File: src/rtl/mc_phase_sequencer.sv
// Multi-cycle MIPS control sequencer: walks FETCH..WB per instruction class,
// stretching on memory wait-states and a multi-cycle execute, with run/step/halt control.
module mc_phase_sequencer #(
  parameter int EX_CYCLES = 1,
  parameter int CNTW      = 32
) (
  input  logic            clk,
  input  logic            reset,
  input  logic            run,
  input  logic            step_mode,
  input  logic            step,
  input  logic [5:0]      op,
  input  logic            mem_ready,
  output logic [4:0]      phase,
  output logic            mem_rd,
  output logic            mem_wr,
  output logic            ir_we,
  output logic            pc_inc,
  output logic            pc_jmp,
  output logic            br_en,
  output logic            ab_we,
  output logic            alu_we,
  output logic            gr_we,
  output logic            instr_done,
  output logic            illegal,
  output logic [CNTW-1:0] retired
);

  typedef enum logic [2:0] {
    S_IDLE, S_FETCH, S_DECODE, S_EXEC, S_MEM, S_WB, S_HALT
  } state_t;

  localparam logic [3:0] EX_LAST = 4'(EX_CYCLES - 1);

  state_t          state_q, state_d;
  logic [3:0]      ex_cnt_q, ex_cnt_d;
  logic            illegal_q, illegal_d;
  logic [CNTW-1:0] retired_q, retired_d;

  logic op_j, op_r, op_lw, op_sw, op_beq, ex_last, free_run;
  state_t after_done;

  assign op_j     = (op == 6'b000010);
  assign op_r     = (op == 6'b000000);
  assign op_lw    = (op == 6'b100011);
  assign op_sw    = (op == 6'b101011);
  assign op_beq   = (op == 6'b000100);
  assign ex_last  = (ex_cnt_q == EX_LAST);
  assign free_run = run & ~step_mode;
  // Dropping run mid-instruction only takes effect here, at the boundary.
  assign after_done = free_run ? S_FETCH : S_IDLE;

  always_comb begin
    phase      = 5'b00000;
    mem_rd     = 1'b0;
    mem_wr     = 1'b0;
    ir_we      = 1'b0;
    pc_inc     = 1'b0;
    pc_jmp     = 1'b0;
    br_en      = 1'b0;
    ab_we      = 1'b0;
    alu_we     = 1'b0;
    gr_we      = 1'b0;
    instr_done = 1'b0;
    state_d    = state_q;
    ex_cnt_d   = ex_cnt_q;
    illegal_d  = illegal_q;
    case (state_q)
      S_IDLE: begin
        if (free_run || (step_mode && step)) state_d = S_FETCH;
      end
      S_FETCH: begin
        phase  = 5'b00001;
        mem_rd = 1'b1;
        if (mem_ready) begin
          ir_we   = 1'b1;
          pc_inc  = 1'b1;
          state_d = S_DECODE;
        end
      end
      S_DECODE: begin
        phase = 5'b00010;
        ab_we = 1'b1;
        if (op_j) begin
          pc_jmp     = 1'b1;
          instr_done = 1'b1;
          state_d    = after_done;
        end else if (op_r || op_lw || op_sw || op_beq) begin
          ex_cnt_d = 4'd0;
          state_d  = S_EXEC;
        end else begin
          illegal_d = 1'b1;
          state_d   = S_HALT;
        end
      end
      S_EXEC: begin
        phase = 5'b00100;
        if (ex_last) begin
          alu_we = 1'b1;
          if (op_beq) begin
            br_en      = 1'b1;
            instr_done = 1'b1;
            state_d    = after_done;
          end else if (op_lw || op_sw) begin
            state_d = S_MEM;
          end else begin
            state_d = S_WB;
          end
        end else begin
          ex_cnt_d = ex_cnt_q + 4'd1;
        end
      end
      S_MEM: begin
        phase  = 5'b01000;
        mem_rd = op_lw;
        mem_wr = op_sw;
        if (mem_ready) begin
          if (op_lw) begin
            state_d = S_WB;
          end else begin
            instr_done = 1'b1;
            state_d    = after_done;
          end
        end
      end
      S_WB: begin
        phase      = 5'b10000;
        gr_we      = 1'b1;
        instr_done = 1'b1;
        state_d    = after_done;
      end
      default: state_d = S_HALT;
    endcase
    retired_d = instr_done ? retired_q + CNTW'(1) : retired_q;
  end

  always_ff @(posedge clk or posedge reset) begin
    if (reset) begin
      state_q   <= S_IDLE;
      ex_cnt_q  <= 4'd0;
      illegal_q <= 1'b0;
      retired_q <= '0;
    end else begin
      state_q   <= state_d;
      ex_cnt_q  <= ex_cnt_d;
      illegal_q <= illegal_d;
      retired_q <= retired_d;
    end
  end

  assign illegal = illegal_q;
  assign retired = retired_q;

endmodule

File: config.mk
export PLATFORM = sky130hd
export DESIGN_NAME = mc_phase_sequencer
export DESIGN_NICKNAME = d
export VERILOG_FILES = /design/src/rtl/mc_phase_sequencer.sv
export SDC_FILE = /design/constraint.sdc
export NUM_CORES = 1
export LEC_CHECK = 0
export ABC_AREA = 1
export ABC_CLOCK_PERIOD_IN_PS = 1500
export BUFFER_PORTS_ARGS = -buffer_cell sky130_fd_sc_hd__buf_2
export CAP_MARGIN = 20
export CORE_ASPECT_RATIO = 0.7
export CORE_UTILIZATION = 45
export CTS_CLUSTER_SIZE = 14
export DETAILED_ROUTE_END_ITERATION = 12
export HOLD_SLACK_MARGIN = 0.02
export PLACE_DENSITY = 0.7
export SLEW_MARGIN = 20
export SYNTH_ARGS = -nofsm -noshare
export SYNTH_HDL_FRONTEND = slang
export SYNTH_SLANG_ARGS = --single-unit
File: constraint.sdc
create_clock -name clk -period 1.5 [get_ports clk]
set_clock_uncertainty 0.05 [all_clocks]
set_input_delay 0.15 -clock clk [delete_from_list [all_inputs] [get_ports clk]]
set_output_delay 0.15 -clock clk [all_outputs]
set_load 0.02 [all_outputs]
Word-level counts from Yosys, hierarchy flattened

Index checks and enable logic that the tools add are counted.

Bits in registers: 40
Bits in latches: 0
Memory bits (writable): 0
Memory bits (read-only): 0
Input port bits: 12
Output and inout port bits: 48
Memories: 0

$add $sub $neg: 2
Multiply operators: 0
Divide/modulo/power cells: 0
Order comparisons: 0
Equality and inequality tests: 16
Shift operators: 0
Muxes and demuxes: 32
Bitwise logic cells: 4
Reduce and logical (&&, ||, !) cells: 13

Operator list:

| kind                                           | count |
|---|---|
| adder 32 x 1 -> 32 bit (second input constant) | 1 |
| one-hot mux 5 bit (5 select lines)             | 1 |
| 2-to-1 mux 3 bit                               | 8 |
| one-hot mux 3 bit (6 select lines)             | 1 |
| 2-to-1 mux 1 bit                               | 16 |
| inequality test 2 bit (second input constant)  | 7 |
| == test 6 bit (second input constant)          | 2 |
| 2-to-1 mux 4 bit                               | 3 |
| one-hot mux 4 bit (2 select lines)             | 1 |
| AND reduction 4 bit                            | 2 |
| == test 3 x 2 -> 1 bit (second input constant) | 2 |
| == test 3 bit (second input constant)          | 2 |
| == test 6 x 2 -> 1 bit (second input constant) | 1 |
| == test 6 x 3 -> 1 bit (second input constant) | 1 |
| zero test 6 bit                                | 1 |
| logical OR 1 bit                               | 5 |
| adder 4 x 1 -> 4 bit (second input constant)   | 1 |
| zero test 4 bit                                | 1 |
| one-hot mux 1 bit (4 select lines)             | 1 |
| == test 3 x 1 -> 1 bit (second input constant) | 1 |
| zero test 3 bit                                | 1 |
| inverter 1 bit                                 | 3 |
| AND reduction 3 bit                            | 1 |
| one-hot mux 1 bit (2 select lines)             | 1 |
| other kinds (3)                                | 3 |

Depth between registers and ports, before layout

Depth in word-level cells: 7
Mapped depth: 12

Least setup slack after synthesis

Ideal clock, no wire load.

Path kind: reg-to-output
From: register state_q[1]
To: output pc_inc
Data arrival time: 1.752 ns
Slack: -0.452 ns
Cell stages (with the launch flop): 5
Path buffers: 1
Cell sequence: dfrtp_1 -> nor3_1 -> inv_1 -> nor2_1 -> buf_4

Cells in the longest elaborated chain, start to end: 2

RTL lines:

| element                | RTL line | text |
|---|---|---|
| start, declared        | 35       | `state_t state_q, state_d;` |
| start signal, assigned | 144      | `state_q <= state_d;` |
| == test 3 x 1 -> 1 bit | n/a      |  |
| 2-to-1 mux 1 bit       | n/a      |  |
| end, declared          | 18       | `output logic pc_inc,` |

No other way between the ends.

Worst setup path after layout

From: register state_q[1]
To: output instr_done

Cells in the longest elaborated chain, start to end: 2

RTL lines:

| element                                                 | RTL line | text |
|---|---|---|
| == test 3 bit or == test 3 x 2 -> 1 bit (tied branches) | 68       | `case (state_q)` |
| one-hot mux 1 bit (4 select lines) (*)                  | 68       |  |
| end, declared                                           | 24       | `output logic instr_done,` |

Every way passes the cells marked *; elsewhere a longest branch is shown, timed or not.

==> impl_summary.md <==
Status
The run finished, with violations left. The checks that failed: negative setup slack.

Worst setup path
The startpoint identified for the worst register-to-register timing path is state_q[1]. The critical path required time is 1.30 ns. The data arrival time at the worst-slack endpoint is 1.59 ns. The nature of the critical path startpoint is a flop.

The last element of the critical path is instr_done. STA classifies the critical path endpoint as a primary output. In this run the critical register-to-register path is captured at retired[17]. The largest fanout on the critical path is 5.

The kind of critical path is reg2out. The number of cells on the worst reg-to-reg path is 11. The most critical setup path has its startpoint at state_q[1]. The setup check on the worst reg-to-reg path leaves a slack of -0.23 ns.

Power and ir drop
The internal power is 3.07 mW. Overall power consumption after layout is estimated at 5.23 mW. Of the total power, the clock network draws 13.8%. The maximum resistive drop on vdd is 1.01 mV. The sequential group share of total power is 26.0%. The share of total power dissipated in combinational logic is 60.2%.

The net switching power is 2.15 mW. The power density of the placed cells is 1190 mW/mm^2. The analysis attributes to cell leakage a power of 2.37 nW. The switching part of the total is 41.2%.

Global route
The initial antenna violation count came to 0. The wire length of the first global-routing pass is 15,100 um. For this run, the total global-route usage over all layers was measured as 30.0%. The largest net degree at the start of global routing is 41. The total grt overflow is 0. The via count of the first global-routing pass came to 3,064.

Place
The pre-CTS setup slack is -0.518 ns. The placed instance count is 647. Routability-driven placement finished with a final weighted congestion of 0.889. During placement, the flow inserted port buffers numbering 59. Detailed placement ended at an HPWL of 6960 um.

Synth
The gate count of the mapped netlist is 450. The post-synthesis async set-or-reset flop share is 100%. Yosys printed 0 warnings. The net count after synthesis is 465. Counting flops with a built-in enable in the synthesized netlist gives 0. The share of the yosys chip area belonging to registers is 35.4%. The post-synthesis area per instance is 6.28 um^2. The most frequently used flop master after synthesis is sky130_fd_sc_hd__dfrtp_1.

The netlist uses 22 different library cells. The area of the mapped netlist is 0.00282 mm^2. Counting flops and latches in the post-synthesis netlist gives 40.

STA
After routing, the total negative slack on setup checks comes to -9.45 ns. The part of the cycle the worst path needs is 119%. Static timing analysis puts the maximum clock frequency at 0.559 GHz. Setup repair after global routing could not meet its margin everywhere. Setup slack on the critical path of the routed design comes to -0.289 ns. The number of hold-slack violations in the final timing report is 0.

The worst slew slack as a fraction of its limit is 64.4%. The final max-slew violation count is 0. The routed design could run at a clock period as short as 1.79 ns. Setup violations remaining at the end of the flow were counted as 47.

The slew of the pin with the lowest slew margin is 0.534 ns.

Cells and area
The post-route netlist has 35.9% of its cells at a drive strength greater than 1. Relative to the synthesized area, the layout overhead comes to 55.6%. The top cell types in the final layout, fill and taps aside, are sky130_fd_sc_hd__nand2_1 (216), sky130_fd_sc_hd__buf_4 (72), sky130_fd_sc_hd__nor2_1 (58), sky130_fd_sc_hd__buf_2 (45), sky130_fd_sc_hd__dfrtp_1 (37).

The area of the multi-input gates is 0.00182 mm^2. Cells fill 74.5% of the core in the end. The area used by sequential logic in the layout is 0.00100 mm^2.

The commonest non-fill, non-tap cell in the layout is sky130_fd_sc_hd__nand2_1. The layout has 430 filler cells. The number of nets in the final layout is 618. The diode insertion count for antenna repair is 0. The filler-free cell count of the finished design is 679.

Drt
The final antenna-violating net count is 0. For this run, design rule violations remaining after detail routing come to 0. The total via count after detailed routing is 3,529. Before antenna repair, the detailed router went through 6 iterations. In the final routed layout, each cell accounts on average for 15.3 um.

The first routing iteration left 334 violations. The final routed wirelength across all metal layers is 10,400 um. After detailed routing, the number of vias per cell comes to 5.20.

CTS
The total number of H-tree levels is 2. In this run, CTS created clock tree buffers numbering 5. TritonCTS built the clock tree.

The maximum root-to-sink buffer count is 2. After clock tree synthesis, the clock-pin slew on the worst setup and hold paths is 0.07 ns. Counting every sink on the clock net gives 40. The cell chosen for the clock root is sky130_fd_sc_hd__clkbuf_8.

The latest clock arrival within the worst-skew pair is 0.30 ns.

Floorplanning
The area of the core is 0.00590 mm^2. For this design the top-level I/O count stands at 60. The die covers 0.00660 mm^2.

The vertical extent of the die is 68.3 um. In this run the core area contains 23 standard-cell rows. The initial cell density of the core is 47.9%. The floorplan step set the die width to 96.7 um.

Job
The max-cap violation count is 0.

Hold path
The class of the worst hold path is in2reg.
[cells by family after synthesis]
family	Yosys count	share of synthesized area, %
compound gates	8	1.42
buf+inv	44	7.35
fa+ha+maj	3	1.33
flops	40	35.4
simple gates	340	49.8
xor+xnor	15	4.65
[timing repair]
action,in CTS,in global routing
pin swaps,10,12
buffers inserted,12,9
endpoints found under the setup margin,50,54
gates cloned,3,0
hold endpoints to repair,40,0
resized for setup,65,45
hold buffers,1,0
[worst max-delay path, cell delays in order (launching register included)]
cell and delay (ns):
sky130_fd_sc_hd__dfrtp_2 0.45, sky130_fd_sc_hd__buf_6 0.13, sky130_fd_sc_hd__nand3_4 0.09, sky130_fd_sc_hd__nor2_4 0.05
sky130_fd_sc_hd__inv_2 0.06, sky130_fd_sc_hd__nor2_4 0.04, sky130_fd_sc_hd__nor2_4 0.17, sky130_fd_sc_hd__nand3_4 0.13
sky130_fd_sc_hd__buf_6 0.15
[area by class of cell]
| cell class | instances | share of cell area [%] |
|---|---|---|
| timing repair buffer | 155 | 28.7 |
| sequential | 40 | 22.9 |
| tap | 75 | 2.14 |
| clock buffer | 7 | 1.74 |
| clock inverter | 1 | 0.114 |
| multi-input combinational | 367 | 41.4 |
| inverter | 34 | 3.02 |
[power by group through the flow]
stage          clock (mW)  sequential, mW  combinational, mW
2_1_floorplan           0            1.43               1.04
3_3_place_gp            0            1.34               1.87
3_5_place_dp            0            1.35               1.93
4_1_cts             0.723            1.33               2.69
5_1_grt             0.771            1.37               3.33
6_report            0.720            1.36               3.15
[metrics by stage]
| stage | area [um^2] | hold slack [ns] |
|---|---|---|
| floorplan | 2850 | 0.283 |
| global placement | 3720 | 0.254 |
| detailed placement | 3720 | 0.261 |
| CTS | 4210 | 0.139 |
| global route | 4390 | 0.233 |
| finish | 4390 | 0.205 |
[state kept, by name, indices dropped and copies added, names as in the netlist]
| name | cells |
|---|---|
| ex_cnt_q | 4 |
| illegal | 1 |
| retired | 32 |
| state_q | 3 |
[cell usage after synthesis (5+ instances only)]
cell type	count	area (um^2)
sky130_fd_sc_hd__dfrtp_1	40	1000
sky130_fd_sc_hd__inv_1	31	116
sky130_fd_sc_hd__nor2_1	64	240
sky130_fd_sc_hd__nand3_1	17	85.1
sky130_fd_sc_hd__nand2_1	228	856
sky130_fd_sc_hd__xor2_1	10	87.6
sky130_fd_sc_hd__xnor2_1	5	43.8
sky130_fd_sc_hd__nand3b_1	12	90.1
sky130_fd_sc_hd__nand4_1	6	37.5
sky130_fd_sc_hd__o21ai_0	6	30.0
[per-layer routing]
layer | part of all wire [%] | global-route usage, % | up-vias | wire length [um]
met3 | 9.7 | 6.74 | 33 | 1010
li1 | - | - | 1691 | -
met5 | 0 | 0 | - | 0
met4 | 2.6 | 8.21 | 0 | 268
met2 | 41 | 44.5 | 184 | 4240
met1 | 47 | 43.9 | 1621 | 4880
[worst min path at each step]
stage / startpoint / to / cells after the start
2_1_floorplan: mem_ready / state_q[2] / 3
3_3_place_gp: reset / ex_cnt_q[2] / 3
3_5_place_dp: reset / retired[28] / 3
4_1_cts: mem_ready / state_q[2] / 4
5_1_grt: mem_ready / state_q[2] / 4
6_report: mem_ready / state_q[2] / 4
Power figures use the tool's default switching activity.
